File: src/rtl/d_branch_pkg.sv
// rtl/d_branch_pkg.sv - shared types and defaults for the decode-stage branch sequencer
package d_branch_pkg;

    localparam int MAX_WAIT_DEF = 4;

    typedef enum logic [1:0] {
        J_NONE   = 2'b00,
        J_DIRECT = 2'b01,
        J_REG    = 2'b10
    } jump_e;

    typedef enum logic [2:0] {
        BOP_NONE = 3'd0,
        BEQ      = 3'd1,
        BNE      = 3'd2,
        BLEZ     = 3'd3,
        BGTZ     = 3'd4,
        BLTZ     = 3'd5,
        BGEZ     = 3'd6
    } bop_e;

    typedef enum logic [1:0] {
        IDLE     = 2'd0,
        WAIT_OPS = 2'd1,
        REDIRECT = 2'd2
    } state_e;

endpackage

File: src/rtl/d_branch_eval.sv
// rtl/d_branch_eval.sv - combinational branch condition, target and operand-need decode
module d_branch_eval
    import d_branch_pkg::*;
#(
    parameter int ADDR_W = 32
) (
    input  logic [1:0]        i_jump,
    input  logic [2:0]        i_bop,
    input  logic [ADDR_W-1:0] i_rs_data,
    input  logic [ADDR_W-1:0] i_rt_data,
    input  logic              i_rs_ready,
    input  logic              i_rt_ready,
    input  logic [ADDR_W-1:0] i_pc_plus4,
    input  logic [15:0]       i_imm16,
    input  logic [25:0]       i_jtarget,
    output logic              o_is_ctrl,
    output logic              o_ops_ready,
    output logic              o_taken,
    output logic [ADDR_W-1:0] o_target
);

    logic              need_rs;
    logic              need_rt;
    logic              rs_neg;
    logic              rs_zero;
    logic [ADDR_W-1:0] br_target;

    assign rs_neg    = i_rs_data[ADDR_W-1];
    assign rs_zero   = (i_rs_data == '0);
    assign br_target = i_pc_plus4 + {{(ADDR_W-18){i_imm16[15]}}, i_imm16, 2'b00};

    always_comb begin
        o_is_ctrl = 1'b0;
        need_rs   = 1'b0;
        need_rt   = 1'b0;
        o_taken   = 1'b0;
        o_target  = br_target;
        // Jump encodings take priority; bop is only looked at when no jump is decoded.
        if (i_jump == J_DIRECT) begin
            o_is_ctrl = 1'b1;
            o_taken   = 1'b1;
            o_target  = {i_pc_plus4[ADDR_W-1:28], i_jtarget, 2'b00};
        end else if (i_jump == J_REG) begin
            o_is_ctrl = 1'b1;
            need_rs   = 1'b1;
            o_taken   = 1'b1;
            o_target  = i_rs_data;
        end else begin
            case (i_bop)
                BEQ: begin
                    o_is_ctrl = 1'b1; need_rs = 1'b1; need_rt = 1'b1;
                    o_taken   = (i_rs_data == i_rt_data);
                end
                BNE: begin
                    o_is_ctrl = 1'b1; need_rs = 1'b1; need_rt = 1'b1;
                    o_taken   = (i_rs_data != i_rt_data);
                end
                BLEZ: begin
                    o_is_ctrl = 1'b1; need_rs = 1'b1;
                    o_taken   = rs_neg | rs_zero;
                end
                BGTZ: begin
                    o_is_ctrl = 1'b1; need_rs = 1'b1;
                    o_taken   = ~rs_neg & ~rs_zero;
                end
                BLTZ: begin
                    o_is_ctrl = 1'b1; need_rs = 1'b1;
                    o_taken   = rs_neg;
                end
                BGEZ: begin
                    o_is_ctrl = 1'b1; need_rs = 1'b1;
                    o_taken   = ~rs_neg;
                end
                default: o_is_ctrl = 1'b0;
            endcase
        end
    end

    assign o_ops_ready = (~need_rs | i_rs_ready) & (~need_rt | i_rt_ready);

endmodule

File: src/rtl/d_branch_sequencer.sv
// rtl/d_branch_sequencer.sv - decode-stage branch sequencer; DELAY_SLOT_EN keeps the delay-slot instruction
module d_branch_sequencer
    import d_branch_pkg::*;
#(
    parameter int ADDR_W   = 32,
    parameter int MAX_WAIT = MAX_WAIT_DEF
) (
    input  logic              i_clk,
    input  logic              i_rst_n,
    input  logic              i_dec_valid,
    input  logic [1:0]        i_jump,
    input  logic [2:0]        i_bop,
    input  logic [ADDR_W-1:0] i_rs_data,
    input  logic [ADDR_W-1:0] i_rt_data,
    input  logic              i_rs_ready,
    input  logic              i_rt_ready,
    input  logic [ADDR_W-1:0] i_pc_plus4,
    input  logic [15:0]       i_imm16,
    input  logic [25:0]       i_jtarget,
    input  logic              i_flush_ext,
    output logic              o_stall_dec,
    output logic              o_redirect,
    output logic [ADDR_W-1:0] o_redirect_pc,
    output logic              o_flush_if,
    output logic              o_wait_err
);

`ifdef DELAY_SLOT_EN
    localparam logic FLUSH_ON_TAKEN = 1'b0;
`else
    localparam logic FLUSH_ON_TAKEN = 1'b1;
`endif

    state_e            state_q, state_d;
    logic [3:0]        cnt_q, cnt_d;
    logic              redirect_q, redirect_d;
    logic [ADDR_W-1:0] redirect_pc_q, redirect_pc_d;
    logic              flush_q, flush_d;
    logic              wait_err_q, wait_err_d;
    logic              stall;
    logic              take;
    logic              is_ctrl, ops_ready, taken;
    logic [ADDR_W-1:0] target;

    d_branch_eval #(.ADDR_W(ADDR_W)) u_eval (
        .i_jump     (i_jump),
        .i_bop      (i_bop),
        .i_rs_data  (i_rs_data),
        .i_rt_data  (i_rt_data),
        .i_rs_ready (i_rs_ready),
        .i_rt_ready (i_rt_ready),
        .i_pc_plus4 (i_pc_plus4),
        .i_imm16    (i_imm16),
        .i_jtarget  (i_jtarget),
        .o_is_ctrl  (is_ctrl),
        .o_ops_ready(ops_ready),
        .o_taken    (taken),
        .o_target   (target)
    );

    always_comb begin
        state_d       = state_q;
        cnt_d         = cnt_q;
        redirect_d    = 1'b0;
        redirect_pc_d = redirect_pc_q;
        flush_d       = 1'b0;
        wait_err_d    = wait_err_q;
        stall         = 1'b0;
        take          = 1'b0;
        unique case (state_q)
            IDLE: begin
                if (i_dec_valid && is_ctrl) begin
                    if (ops_ready) begin
                        take = taken;
                    end else begin
                        stall   = 1'b1;
                        state_d = WAIT_OPS;
                        cnt_d   = 4'd1;
                    end
                end
            end
            WAIT_OPS: begin
                if (ops_ready) begin
                    cnt_d   = 4'd0;
                    state_d = IDLE;
                    take    = taken;
                end else if (cnt_q == 4'(MAX_WAIT)) begin
                    // Give up: let decode advance and treat the branch as not taken.
                    wait_err_d = 1'b1;
                    cnt_d      = 4'd0;
                    state_d    = IDLE;
                end else begin
                    stall = 1'b1;
                    cnt_d = cnt_q + 4'd1;
                end
            end
            REDIRECT: state_d = IDLE;
            default:  state_d = IDLE;
        endcase
        if (take) begin
            redirect_d    = 1'b1;
            redirect_pc_d = target;
            flush_d       = FLUSH_ON_TAKEN;
            state_d       = REDIRECT;
        end
        if (i_flush_ext) begin
            state_d       = IDLE;
            cnt_d         = 4'd0;
            redirect_d    = 1'b0;
            redirect_pc_d = redirect_pc_q;
            flush_d       = 1'b0;
            stall         = 1'b0;
        end
    end

    always_ff @(posedge i_clk or negedge i_rst_n) begin
        if (!i_rst_n) begin
            state_q       <= IDLE;
            cnt_q         <= 4'd0;
            redirect_q    <= 1'b0;
            redirect_pc_q <= '0;
            flush_q       <= 1'b0;
            wait_err_q    <= 1'b0;
        end else begin
            state_q       <= state_d;
            cnt_q         <= cnt_d;
            redirect_q    <= redirect_d;
            redirect_pc_q <= redirect_pc_d;
            flush_q       <= flush_d;
            wait_err_q    <= wait_err_d;
        end
    end

    // Stall is combinational, so it is gated by reset to keep all outputs low during reset.
    assign o_stall_dec   = stall & i_rst_n;
    assign o_redirect    = redirect_q;
    assign o_redirect_pc = redirect_pc_q;
    assign o_flush_if    = flush_q;
    assign o_wait_err    = wait_err_q;

endmodule
File: config.mk
export PLATFORM = sky130hd
export DESIGN_NAME = d_branch_sequencer
export DESIGN_NICKNAME = d
export VERILOG_FILES = /design/src/rtl/d_branch_pkg.sv /design/src/rtl/d_branch_eval.sv /design/src/rtl/d_branch_sequencer.sv
export SDC_FILE = /design/constraint.sdc
export NUM_CORES = 1
export LEC_CHECK = 0
export CELL_PAD_IN_SITES_DETAIL_PLACEMENT = 1
export CELL_PAD_IN_SITES_GLOBAL_PLACEMENT = 2
export CORE_MARGIN = 5
export CORE_UTILIZATION = 22
export CTS_BUF_LIST = sky130_fd_sc_hd__clkbuf_16
export CTS_CLUSTER_SIZE = 12
export DETAILED_ROUTE_END_ITERATION = 7
export GPL_ROUTABILITY_DRIVEN = 0
export PLACE_DENSITY_LB_ADDON = 0.1
export SYNTH_ARGS = -nofsm -noshare
export SYNTH_HDL_FRONTEND = slang
export SYNTH_SLANG_ARGS = --single-unit
File: constraint.sdc
create_clock -name i_clk -period 1.88 [get_ports i_clk]
set_clock_uncertainty 0.1 [all_clocks]
set_input_delay 0.376 -clock i_clk [delete_from_list [all_inputs] [get_ports i_clk]]
set_output_delay 0.376 -clock i_clk [all_outputs]
set_load 0.02 [all_outputs]
; ---- Yosys cells after proc, flatten, opt, wreduce, memory -nomap -nowiden
; Cells that the tools add are included.
[word_totals]
register_bits = 40
out_inout_bits = 36
wordCells = 82
[classes]
add_sub_neg = 2
eq_ne = 17
n_mux = 36
bitwise_logic = 12
n_reduce_logical = 10
[ops]
columns = op, n
row1 = $mux W32, 2
row2 = $add A32 B32 Y32, 1
row3 = $eq A32 B32 Y1, 1
row4 = $logic_not A32 Y1, 1
row5 = $ne A32 B32 Y1, 1
row6 = $mux W4, 5
row7 = $mux W1, 18
row8 = $mux W2, 6
row9 = $eq A3 B3 Y1 const B, 3
row10 = $reduce_and A3 Y1, 3
row11 = $ne A4 B4 Y1 const B, 2
row12 = $pmux W4 S2, 1
row13 = $eq A3 B2 Y1 const B, 2
row14 = $ne A3 B3 Y1 const B, 2
row15 = $not A1 Y1, 6
row16 = $pmux W1 S6, 1
row17 = $reduce_or A6 Y1, 1
row18 = $ne A5 B5 Y1 const B, 1
row19 = $add A4 B1 Y4 const B, 1
row20 = $eq A2 B1 Y1 const B, 2
row21 = $eq A4 B3 Y1 const B, 1
row22 = $pmux W1 S2, 2
row23 = $pmux W2 S2, 1
row24 = $and A1 B1 Y1, 3
row25 = other kinds (8), 10

; ---- Logic depth before layout (Yosys ltp)
; Gate-level depths: netlist of run 1.
[logic_depth]
ltp_word = 13
mapped_depth = 13

; ---- By module
; A second synthesis of run 1 with hierarchy kept.
[hier_totals]
cells_unflattened = 577
area_unflattened_um2 = 5038.6
[by_module_without_submodules]
columns = mod, n_inst, cells_per_inst, area_each_um2, seq_area_each_um2
row1 = d_branch_eval, 1, 466, 3280.6, 0.0
row2 = d_branch_sequencer, 1, 111, 1757.9, 1001.0

; ---- Worst setup path before layout of run 1
; Ideal clock, no wire load.
[synth_timing]
kind = input to register
start = input i_pc_plus4[2]
end = register redirect_pc_q[28] (netlist: o_redirect_pc[28])
t_arrival_ps = 2477
setup_slack_ps = -782
path_stages = 12
n_path_buf = 0
path_cell_list = ha_1 -> inv_1 -> fa_1 -> nor2b_1 -> o21a_1 -> o21ai_2 -> a21boi_2 -> o21ai_2 -> o221ai_2 -> a21oi_1 -> or4_1 -> a32oi_1
[synth_between]
elab_chain_cells = 3
[synth_lines]
columns = item, line
row1 = "start, declared", d_branch_sequencer.sv:17  ; input logic [ADDR_W-1:0] i_pc_plus4,
row2 = $add A32 B32 Y32, d_branch_eval.sv:30  ; assign br_target = i_pc_plus4 + {{(ADDR_W-18){i_imm16[15]}}, i_imm16, 2'b00};
row3 = $mux W32, d_branch_eval.sv:43  ; end else if (i_jump == J_REG) begin
row4 = $mux W32, d_branch_eval.sv:39  ; if (i_jump == J_DIRECT) begin
row5 = "end signal, assigned", d_branch_sequencer.sv:128  ; redirect_pc_q <= redirect_pc_d;
row6 = "end, declared", d_branch_sequencer.sv:37  ; logic [ADDR_W-1:0] redirect_pc_q, redirect_pc_d;
; Every way passes these cells.
; A chain may end at the register's enable or synchronous reset.

; ---- Worst setup path after layout of run 1
[layout_timing]
start = input i_imm16[1]
end = register redirect_pc_q[31] (netlist: o_redirect_pc[31])
[layout_between]
elab_chain_cells = 3
[layout_lines]
columns = item, line
row1 = "start, declared", d_branch_sequencer.sv:18  ; input logic [15:0] i_imm16,
row2 = $add A32 B32 Y32, d_branch_eval.sv:30
row3 = $mux W32, d_branch_eval.sv:43
row4 = $mux W32, d_branch_eval.sv:39
; Every way passes these cells.

==> results_dict.tcl, run 1 <==
set metrics [dict create \
    status "complete, but fails checks" \
    violations "negative setup slack" \
    clk_pin_slew_ns 0.07 \
    synthArstFlopShare_pct 100 \
    wl_per_cell_um 20.9 \
    antenna_found_initial 1 \
    finalCriticalPeriod_ns 2.53 \
    finalHoldViolCount 0 \
    required_ns 1.94 \
    drc_errors 0 \
    clock_latency_ns 0.29 \
    drtIter0Drc 141 \
    worst_pin_slew_ns 0.628 \
    synthToLayoutAreaGrowth_pct 125 \
    drv_slew 0 \
    grt-ovfl-total 0 \
    cp-startpoint "i_imm16[1]" \
    netlist_area_um2 4380 \
    placed_cells 1131 \
    path_class "input pin to flop" \
    stdcell_count 1193 \
    synth_area_per_cell_um2 8.15 \
    grt_start_max_net_pins 41 \
    track_usage_pct 21.2 \
    yosysSeqAreaShare_pct 22.8 \
    tns_ns -16.73 \
    dieArea_um2 22900 \
    rsz0062_at_grt "true" \
    power_frac_comb_pct 63.1 \
    p_int_uw 3480 \
    sequentialPowerShare_pct 22.6 \
    diodes 0 \
    synth_edf_count 0 \
    cts_sinks 40 \
    synthCells 538 \
    drive_gt1_share_pct 54.5 \
    cp.arrival_ns 2.59 \
    io_buffers 184 \
    fmax_ghz 0.396 \
    critPathCaptureType "flop" \
    ff2ff_path_depth 7 \
    final_util_pct 50.5 \
    ys_seq_elements 40 \
    firstDrtPassIters 6 \
    htreeDepth 2 \
    p_leak_uw 0.00418 \
    setup_ws_ns -0.646 \
    whs_ns 0.132 \
    synth_top_flop_cell "dfrtp_1" \
    relSlewSlack_pct 58.1 \
    io-pin-count 185 \
    die_width_um 151 \
    cts_root_buf "clkbuf_16" \
    r2r-start "state_q[0]" \
    dp_slack_ns -1.51 \
    dp_hpwl_mm 19.0 \
    cts_tree "done" \
    hp-class "input pin to asynchronous set/reset pin" \
    swShare_pct 40.5 \
    wl_mm 25.0 \
    grt_pass1_vias 6521 \
    detail_route.vias_per_cell 4.84 \
    numCtsBuffers 5 \
    vias 5773 \
    critPathLaunchType "input pin" \
    clock_path_buffers 2 \
    antenna_left 0 \
    syn_nets 719 \
    start_util_pct 22.5 \
    std_cell_rows 51 \
    fin_crit_sh_pct 134 \
    clkPwrFrac_pct 14.3 \
    power_switching_uw 2360 \
    synth_warnings 0 \
    num-nets-final 1111 \
    synth.distinct_cells 77 \
    setup_viol 39 \
    drv_cap 0 \
    fp.coreArea_um2 19500 \
    r2r_slack_ns -0.09 \
    vdd_drop_max_uv 352 \
    critPathMaxFanout 4 \
    powerDensity_nw_per_um2 593 \
    fp.dieH_um 151 \
    grt_first_pass_wirelength_mm 37.5 \
]
cells by family (layout without fill, tap and decap cells):
kind of cell / count (synthesis) / count (layout) / share of synthesized area (%)
AOI/OAI and AO/OA: 195 / 196 / 32.5
and+or+nand+nor: 169 / 169 / 19.3
adders and majority gates: 33 / 33 / 9.56
muxes: 7 / 7 / 1.68
DFF: 40 / 40 / 22.8
xor gates and xnor gates: 48 / 48 / 9.59
buffers and inverters: 46 / 435 / 4.57
worst paths after layout:
check,end
min in group i_clk,o_redirect_pc[9]
worst min register to register,o_wait_err
max in group asynchronous,o_redirect_pc[6]
worst max-delay path,o_redirect_pc[31]
worst max register to register,o_redirect_pc[16]
worst min-delay path,cnt_q[3]
state kept, by name (all words and copies together) (netlist names):
| signal | cells |
|---|---|
| o_wait_err | 1 |
| cnt_q | 4 |
| o_flush_if | 1 |
| state_q | 2 |
| o_redirect_pc | 32 |
cells in the mapped netlist, drive strengths merged, types with 3 or more instances:
library cell / n / area (um2)
a22o: 4 / 35.0
a21o: 14 / 108
a2111oi: 3 / 33.8
o311ai: 3 / 33.8
or3: 4 / 25.0
ha: 31 / 388
dfrtp: 40 / 1000
nor3: 12 / 60.1
nand3: 9 / 45.0
inv: 23 / 86.3
nor3b: 4 / 30.0
a31oi: 4 / 55.1
a21oi: 48 / 274
nand2: 49 / 186
a211oi: 14 / 110
o21bai: 5 / 37.5
xnor2: 7 / 61.3
o31ai: 9 / 67.6
a221oi: 9 / 85.1
mux2: 3 / 33.8
and3: 5 / 32.5
nand4: 7 / 43.8
o211ai: 6 / 63.8
a21boi: 3 / 26.3
clkbuf: 12 / 45.0
o21a: 4 / 30.0
or2: 3 / 18.8
o21ai: 39 / 203
nor2b: 13 / 81.3
a22oi: 5 / 37.5
nor4: 18 / 119
nor2: 33 / 124
mux2i: 4 / 40.0
o22ai: 8 / 50.1
and2: 4 / 26.3
nand2b: 6 / 37.5
o221ai: 3 / 32.5
buf: 11 / 68.8
xor2: 41 / 359
worst max-delay path, stage by stage:
cell      delay, ns
buf_2          0.13
ha_4           0.24
a21oi_4        0.19
o211ai_4       0.14
a31oi_4        0.23
a31oi_4        0.15
buf_6          0.15
a211oi_4       0.26
a211oi_4       0.07
maj3_2         0.31
a221oi_2       0.23
o21ai_1        0.12
routing by layer:
| metal | vias up | track usage [%] | routed length [um] |
|---|---|---|---|
| met5 | - | 0 | 14 |
| met4 | 2 | 4.13 | 401 |
| met3 | 22 | 3.32 | 1160 |
| met2 | 133 | 38.8 | 12800 |
| met1 | 2825 | 26.3 | 10600 |
| li1 | 2791 | - | - |
power by group through the flow:
stage	Combinational [uW]	Clock (uW)	Sequential, uW
2_1_floorplan	1060	0	1570
5_1_grt	3930	880	1350
3_5_place_dp	3000	0	1310
3_3_place_gp	2940	0	1300
6_report	3690	833	1320
4_1_cts	3410	852	1310
cells in the final DEF, fill, tap and decap left out, types with 13 or more instances in the layout:
cell	count
buf_4	176
clkdlybuf4s50_1	69
buf_6	49
dfrtp_1	40
nand2_1	36
buf_2	36
xor2_1	30
dlygate4sd2_1	30
nor2_1	27
ha_4	26
a21oi_2	20
inv_1	18
o21ai_1	17
a21oi_1	16
o21ai_2	13
clkdlybuf4s15_1	13
per-stage QoR:
stage	instance area, um2	power (uW)
final	9850	5840
after global routing	9850	6170
after CTS	9240	5570
after detailed placement	7970	4310
after global placement	7970	4250
after floorplan	4710	2630
cell type report:
cell class,count,area [um2]
fillers,2236,9670
multi-input cells,453,4700
repair buffers,407,3610
flip-flops and latches,40,1000
well taps,265,332
clock buffers,5,125
inverters,23,93.8
what timing repair did:
item,in CTS,in global routing
pin swaps,153,89
buffers inserted,36,22
hold buffers,0,0
resized for setup,501,145
endpoints found under the setup margin,40,39
gates cloned,4,0
(Power assumes the default switching activity.)
==> inputs of run 2 (changes only) <==
--- a/config.mk
+++ b/config.mk
@@ -14,6 +14,7 @@
 export DETAILED_ROUTE_END_ITERATION = 7
 export GPL_ROUTABILITY_DRIVEN = 0
 export PLACE_DENSITY_LB_ADDON = 0.1
+export SKIP_CTS_REPAIR_TIMING = 1
 export SYNTH_ARGS = -nofsm -noshare
 export SYNTH_HDL_FRONTEND = slang
 export SYNTH_SLANG_ARGS = --single-unit
==> run 2 against run 1 <==
Net effect:
- the flow still finishes with violations (negative setup slack)
- worst hold slack worse by 0.0087 ns
- clock power down 2%
- fmax down 4.0%
- sequential cell count unchanged
- core utilization fell by 0.80 points
- final cell count shrank 1.8%
==> results_dict.tcl, run 2 (synthesis results as in run 1) <==
set metrics [dict create \
    status "complete, but fails checks" \
    antenna_found_initial 1 \
    vias 5691 \
    setup_viol 39 \
    violations "negative setup slack" \
    grt_pass1_vias 6028 \
    numCtsBuffers 5 \
    drive_gt1_share_pct 49.5 \
    relSlewSlack_pct 59.7 \
    wl_per_cell_um 20.6 \
    grt_start_max_net_pins 41 \
    vdd_drop_max_uv 341 \
    grt-ovfl-total 0 \
    firstDrtPassIters 4 \
    power_switching_uw 2270 \
    finalCriticalPeriod_ns 2.63 \
    powerDensity_nw_per_um2 584 \
    start_util_pct 22.5 \
    swShare_pct 40.0 \
    p_total_uw 5670 \
    p_leak_uw 0.00457 \
    critPathMaxFanout 4 \
    path_class "input pin to flop" \
    rsz0062_at_grt "true" \
    antenna_left 0 \
    cts_sinks 40 \
    dieArea_um2 22900 \
    placed_cells 1131 \
    num-nets-final 1090 \
    grt_first_pass_wirelength_mm 34.4 \
    hp-class "input pin to asynchronous set/reset pin" \
    io_buffers 184 \
    clock_path_buffers 2 \
    sequentialPowerShare_pct 23.3 \
    dp_hpwl_mm 19.0 \
    critPathCaptureType "flop" \
    fp.coreArea_um2 19500 \
    fmax_ghz 0.380 \
    drv_slew 0 \
    power_frac_comb_pct 62.2 \
    fin_crit_sh_pct 140 \
    critPathLaunchType "input pin" \
    mostFrequentLayoutCell "buf_4" \
    diodes 0 \
    cp_top_family "compound AO/OA/AOI/OAI gates" \
    detail_route.vias_per_cell 4.86 \
    die_width_um 151 \
    drtIter0Drc 177 \
    drc_errors 0 \
    cts_root_buf "clkbuf_16" \
    largest_reg_flops 32 \
    wl_mm 24.1 \
    clkPwrFrac_pct 14.5 \
    clk_pin_slew_ns 0.06 \
    fp.dieH_um 151 \
    worst_pin_slew_ns 0.605 \
    slowest_stage "a2111oi_4" \
    stdcell_count 1172 \
    io-pin-count 185 \
    crit_chain "clkdlybuf4s50_1, ha_1, a21oi_2, o21ai_0, and2_2, a211o_1, a2111oi_4, o31ai_4, nor4_2, a211oi_2" \
    final_cell_mix "buf_4, dlymetal6s2s_1, clkdlybuf4s50_1, dfrtp_1, nand2_1" \
    critPathBufInv 1 \
    std_cell_rows 51 \
    setup_ws_ns -0.752 \
    p_int_uw 3400 \
    drv_cap 0 \
    slowest_delay_ns 0.42 \
    cp.arrival_ns 2.70 \
    finalHoldViolCount 0 \
    track_usage_pct 19.4 \
    cts_tree "done" \
    htreeDepth 2 \
    required_ns 1.94 \
    synthToLayoutAreaGrowth_pct 121 \
    clock_latency_ns 0.29 \
]
-- run 2: cell count changes in the layout (fill, tap and decap cells not counted), moves of 5 or more --
cell / before / now
clkdlybuf4s15_1: 13 / 0
dlymetal6s2s_1: 3 / 73
clkbuf_2: 7 / 19
dlygate4sd2_1: 30 / 0
a21oi_2: 20 / 26
a21oi_4: 12 / 7
buf_2: 36 / 3
buf_6: 49 / 28
-- run 2: power by group through the flow --
| stage | Sequential (uW) | Clock, uW | Combinational [uW] |
|---|---|---|---|
| 2_1_floorplan | 1570 | 0 | 1060 |
| 3_3_place_gp | 1300 | 0 | 2940 |
| 3_5_place_dp | 1310 | 0 | 3000 |
| 4_1_cts | 1300 | 852 | 3010 |
| 5_1_grt | 1350 | 874 | 3780 |
| 6_report | 1320 | 820 | 3530 |
-- run 2: path summary, 6_finish.rpt --
| kind | from | slack [ns] | endpoint | depth (start not counted) |
|---|---|---|---|---|
| min in group i_clk | i_rs_data[4] | 0.32 | o_redirect_pc[4] | 3 |
| setup / recovery | i_pc_plus4[19] | -0.75 | o_redirect_pc[29] | 10 |
| hold / removal | i_rst_n | 0.12 | cnt_q[3] | 2 |
| setup reg to reg | state_q[0] | 0.02 | o_redirect_pc[28] | 7 |
| hold reg to reg | o_wait_err | 0.36 | o_wait_err | 1 |
| max in group asynchronous | i_rst_n | 1.13 | o_redirect_pc[6] | 2 |
-- run 2: layout make-up --
cell class,instances,area [um2]
fillers,2203,9830
flip-flops and latches,40,1000
clock buffers,5,125
multi-input cells,453,4480
well taps,265,332
repair buffers,386,3680
inverters,23,88.8
-- run 2: metrics by stage --
step	setup slack, ns	hold slack [ns]	area [um2]	setup TNS [ns]	utilization (%)
floorplan	-0.672	-0.0196	4710	-11.95	-
global placement	-1.42	0.346	7970	-49.15	40.8
detailed placement	-1.51	0.346	7970	-50.16	40.8
CTS	-1.22	0.144	8090	-38.82	41.4
global route	-0.859	0.176	9700	-22.32	49.7
finish	-0.752	0.124	9700	-17.29	49.7
-- run 2: routing by layer --
metal  part of all wire (%)  GRT usage (%)  vias to the layer above  wire length (um)
li1                       -              -                     2744                 -
met1                     42           25.3                     2782             10200
met2                     51           34.1                      144             12300
met3                    5.5           3.23                       19              1320
met4                    1.1           2.95                        2               274
met5                  0.054              0                        -                13
==> RTL change (settings of run 2) <==
Encoding of `state_e`: now one-hot (3 bits for 3 states).
--- a/src/rtl/d_branch_pkg.sv
+++ b/src/rtl/d_branch_pkg.sv
@@ -19,10 +19,10 @@
         BGEZ     = 3'd6
     } bop_e;
 
-    typedef enum logic [1:0] {
-        IDLE     = 2'd0,
-        WAIT_OPS = 2'd1,
-        REDIRECT = 2'd2
+    typedef enum logic [2:0] {
+        IDLE     = 3'b001,
+        WAIT_OPS = 3'b010,
+        REDIRECT = 3'b100
     } state_e;
 
 endpackage
Behaviour: no difference found for any inputs over 10 cycles, from zero or initial values and one cycle with i_rst_n low; not proved beyond that.
==> RTL change against run 2 <==
The flow still finishes with violations (setup timing); wire length down 1.3%; sequential cell count up 1; synthesized cell count increased by 0.56%; utilization down 1.6 points; critical path type unchanged; total power rose by 2.5%; synthesized area down 2.4%; design area decreased by 4.2%; setup slack worse by 150 ps.
==> RTL change: results (changes against run 2) <==
INFO  metric outcome = finished with violations (unchanged)
INFO  metric violations_in_the_final_reports = setup timing (unchanged)
INFO  metric crit_path_start = i_imm16[1] (was i_pc_plus4[19])
INFO  metric ys.flop_type = sky130_fd_sc_hd__dfrtp_1 (unchanged)
INFO  metric via_count_of_the_first_global_routing_pass = 6,191 (was 6,028)
INFO  metric grt_use_total = 0.197 (was 0.194)
INFO  metric power.leakage = 4.58 nW (was 4.57 nW)
INFO  metric num_vias = 5,690 (was 5,691)
INFO  metric finalSetupViolations = 36 (was 39)
INFO  metric crit_path_top_delay_cell = sky130_fd_sc_hd__o31a_1 (was sky130_fd_sc_hd__a2111oi_4)
INFO  metric finalSetupTns = -22,320 ps (was -17,290 ps)
INFO  metric ir_drop = 307 uV (was 341 uV)
INFO  metric r2r-start = state_q[0]$_DFFE_PN1P_ (was state_q[0]$_DFFE_PN0P_)
INFO  metric avgViaCountPerCell = 4.86 (about the same)
INFO  metric grt_pass1_wl = 34.3 mm (was 34.4 mm)
INFO  metric syn_avg_cell_area = 7.91 sq um (was 8.15 sq um)
INFO  metric grt_max_degree = 42 (was 41)
INFO  metric synth.area.top_cells = sky130_fd_sc_hd__dfrtp_1 23%, sky130_fd_sc_hd__ha_1 9.1%, sky130_fd_sc_hd__xnor2_1 8.4%, sky130_fd_sc_hd__nand2_1 5.3%, sky130_fd_sc_hd__a21oi_1 4.8% (was sky130_fd_sc_hd__dfrtp_1 23%, sky130_fd_sc_hd__ha_1 8.8%, sky130_fd_sc_hd__xor2_1 8.2%, sky130_fd_sc_hd__a21oi_1 4.9%, sky130_fd_sc_hd__nand2_1 4.1%)
INFO  metric timing.final.ws_setup = -902 ps (was -752 ps)
INFO  metric initial_antenna_violation_count = 0 (was 1)
INFO  metric initialDrtViolationCount = 140 (was 177)
INFO  metric routed_wire_length_per_instance = 20.4 um (was 20.6 um)
INFO  metric synth_commonest_cells = 61 x sky130_fd_sc_hd__nand2_1, 41 x sky130_fd_sc_hd__a21oi_1, 41 x sky130_fd_sc_hd__xnor2_1 (was 48 x sky130_fd_sc_hd__nand2_1, 43 x sky130_fd_sc_hd__a21oi_1, 41 x sky130_fd_sc_hd__xor2_1)
INFO  metric slew_headroom = 0.590 (was 0.597)
INFO  metric cp.arrival = 2850 ps (was 2700 ps)
INFO  metric place.detailed.instances = 1,135 (was 1,131)
INFO  metric synthesis.nets = 722 (was 719)
INFO  metric detailed_place.area = 0.00791 sq mm (was 0.00797 sq mm)
RTL change: power breakdown:
| group | switching (mW) | internal [mW] | leakage (nW) |
|---|---|---|---|
| Combinational | 1.70 | 1.85 | 3.99 |
| Clock | 0.376 | 0.483 | 0.0748 |
| Sequential | 0.219 | 1.18 | 0.511 |
RTL change: cell families after synthesis:
kind of cell,count (synthesis),synth area share
AO/OA/AOI/OAI,198,0.311
XOR/XNOR,47,0.0962
adder cells (fa/ha/maj),32,0.0953
buffers and inverters,38,0.0395
flip-flops,41,0.240
multiplexers,7,0.0170
AND/OR/NAND/NOR,178,0.201
RTL change: per-layer routing:
layer / global-route usage / vias up / wire, um
met5: 0 / - / 0
met4: 0.0380 / 0 / 316
met3: 0.0306 / 18 / 1060
met2: 0.360 / 120 / 12400
met1: 0.245 / 2789 / 10100
li1: - / 2763 / -
RTL change: cell type report:
cell class / instances / area [sq um]
Tap cell: 265 / 332
Inverter: 16 / 72.6
Multi-Input combinational cell: 462 / 4130
Clock buffer: 5 / 125
Fill cell: 2209 / 10000
Antenna cell: 1 / 2.50
Timing Repair Buffer: 377 / 3590
Sequential cell: 41 / 1030
Clock inverter: 3 / 13.8
RTL change: worst paths after layout:
kind	slack (ps)	cells after the start	endpoint
max in group asynchronous	1150	2	o_redirect_pc[5]$_DFFE_PN0P_
worst min register to register	380	2	o_wait_err$_DFFE_PN0P_
worst max register to register	-330	10	o_redirect_pc[25]$_DFFE_PN0P_
min in group i_clk	370	3	o_redirect_pc[5]$_DFFE_PN0P_
worst min-delay path	90	2	o_redirect_pc[23]$_DFFE_PN0P_
worst max-delay path	-900	12	o_redirect_pc[31]$_DFFE_PN0P_
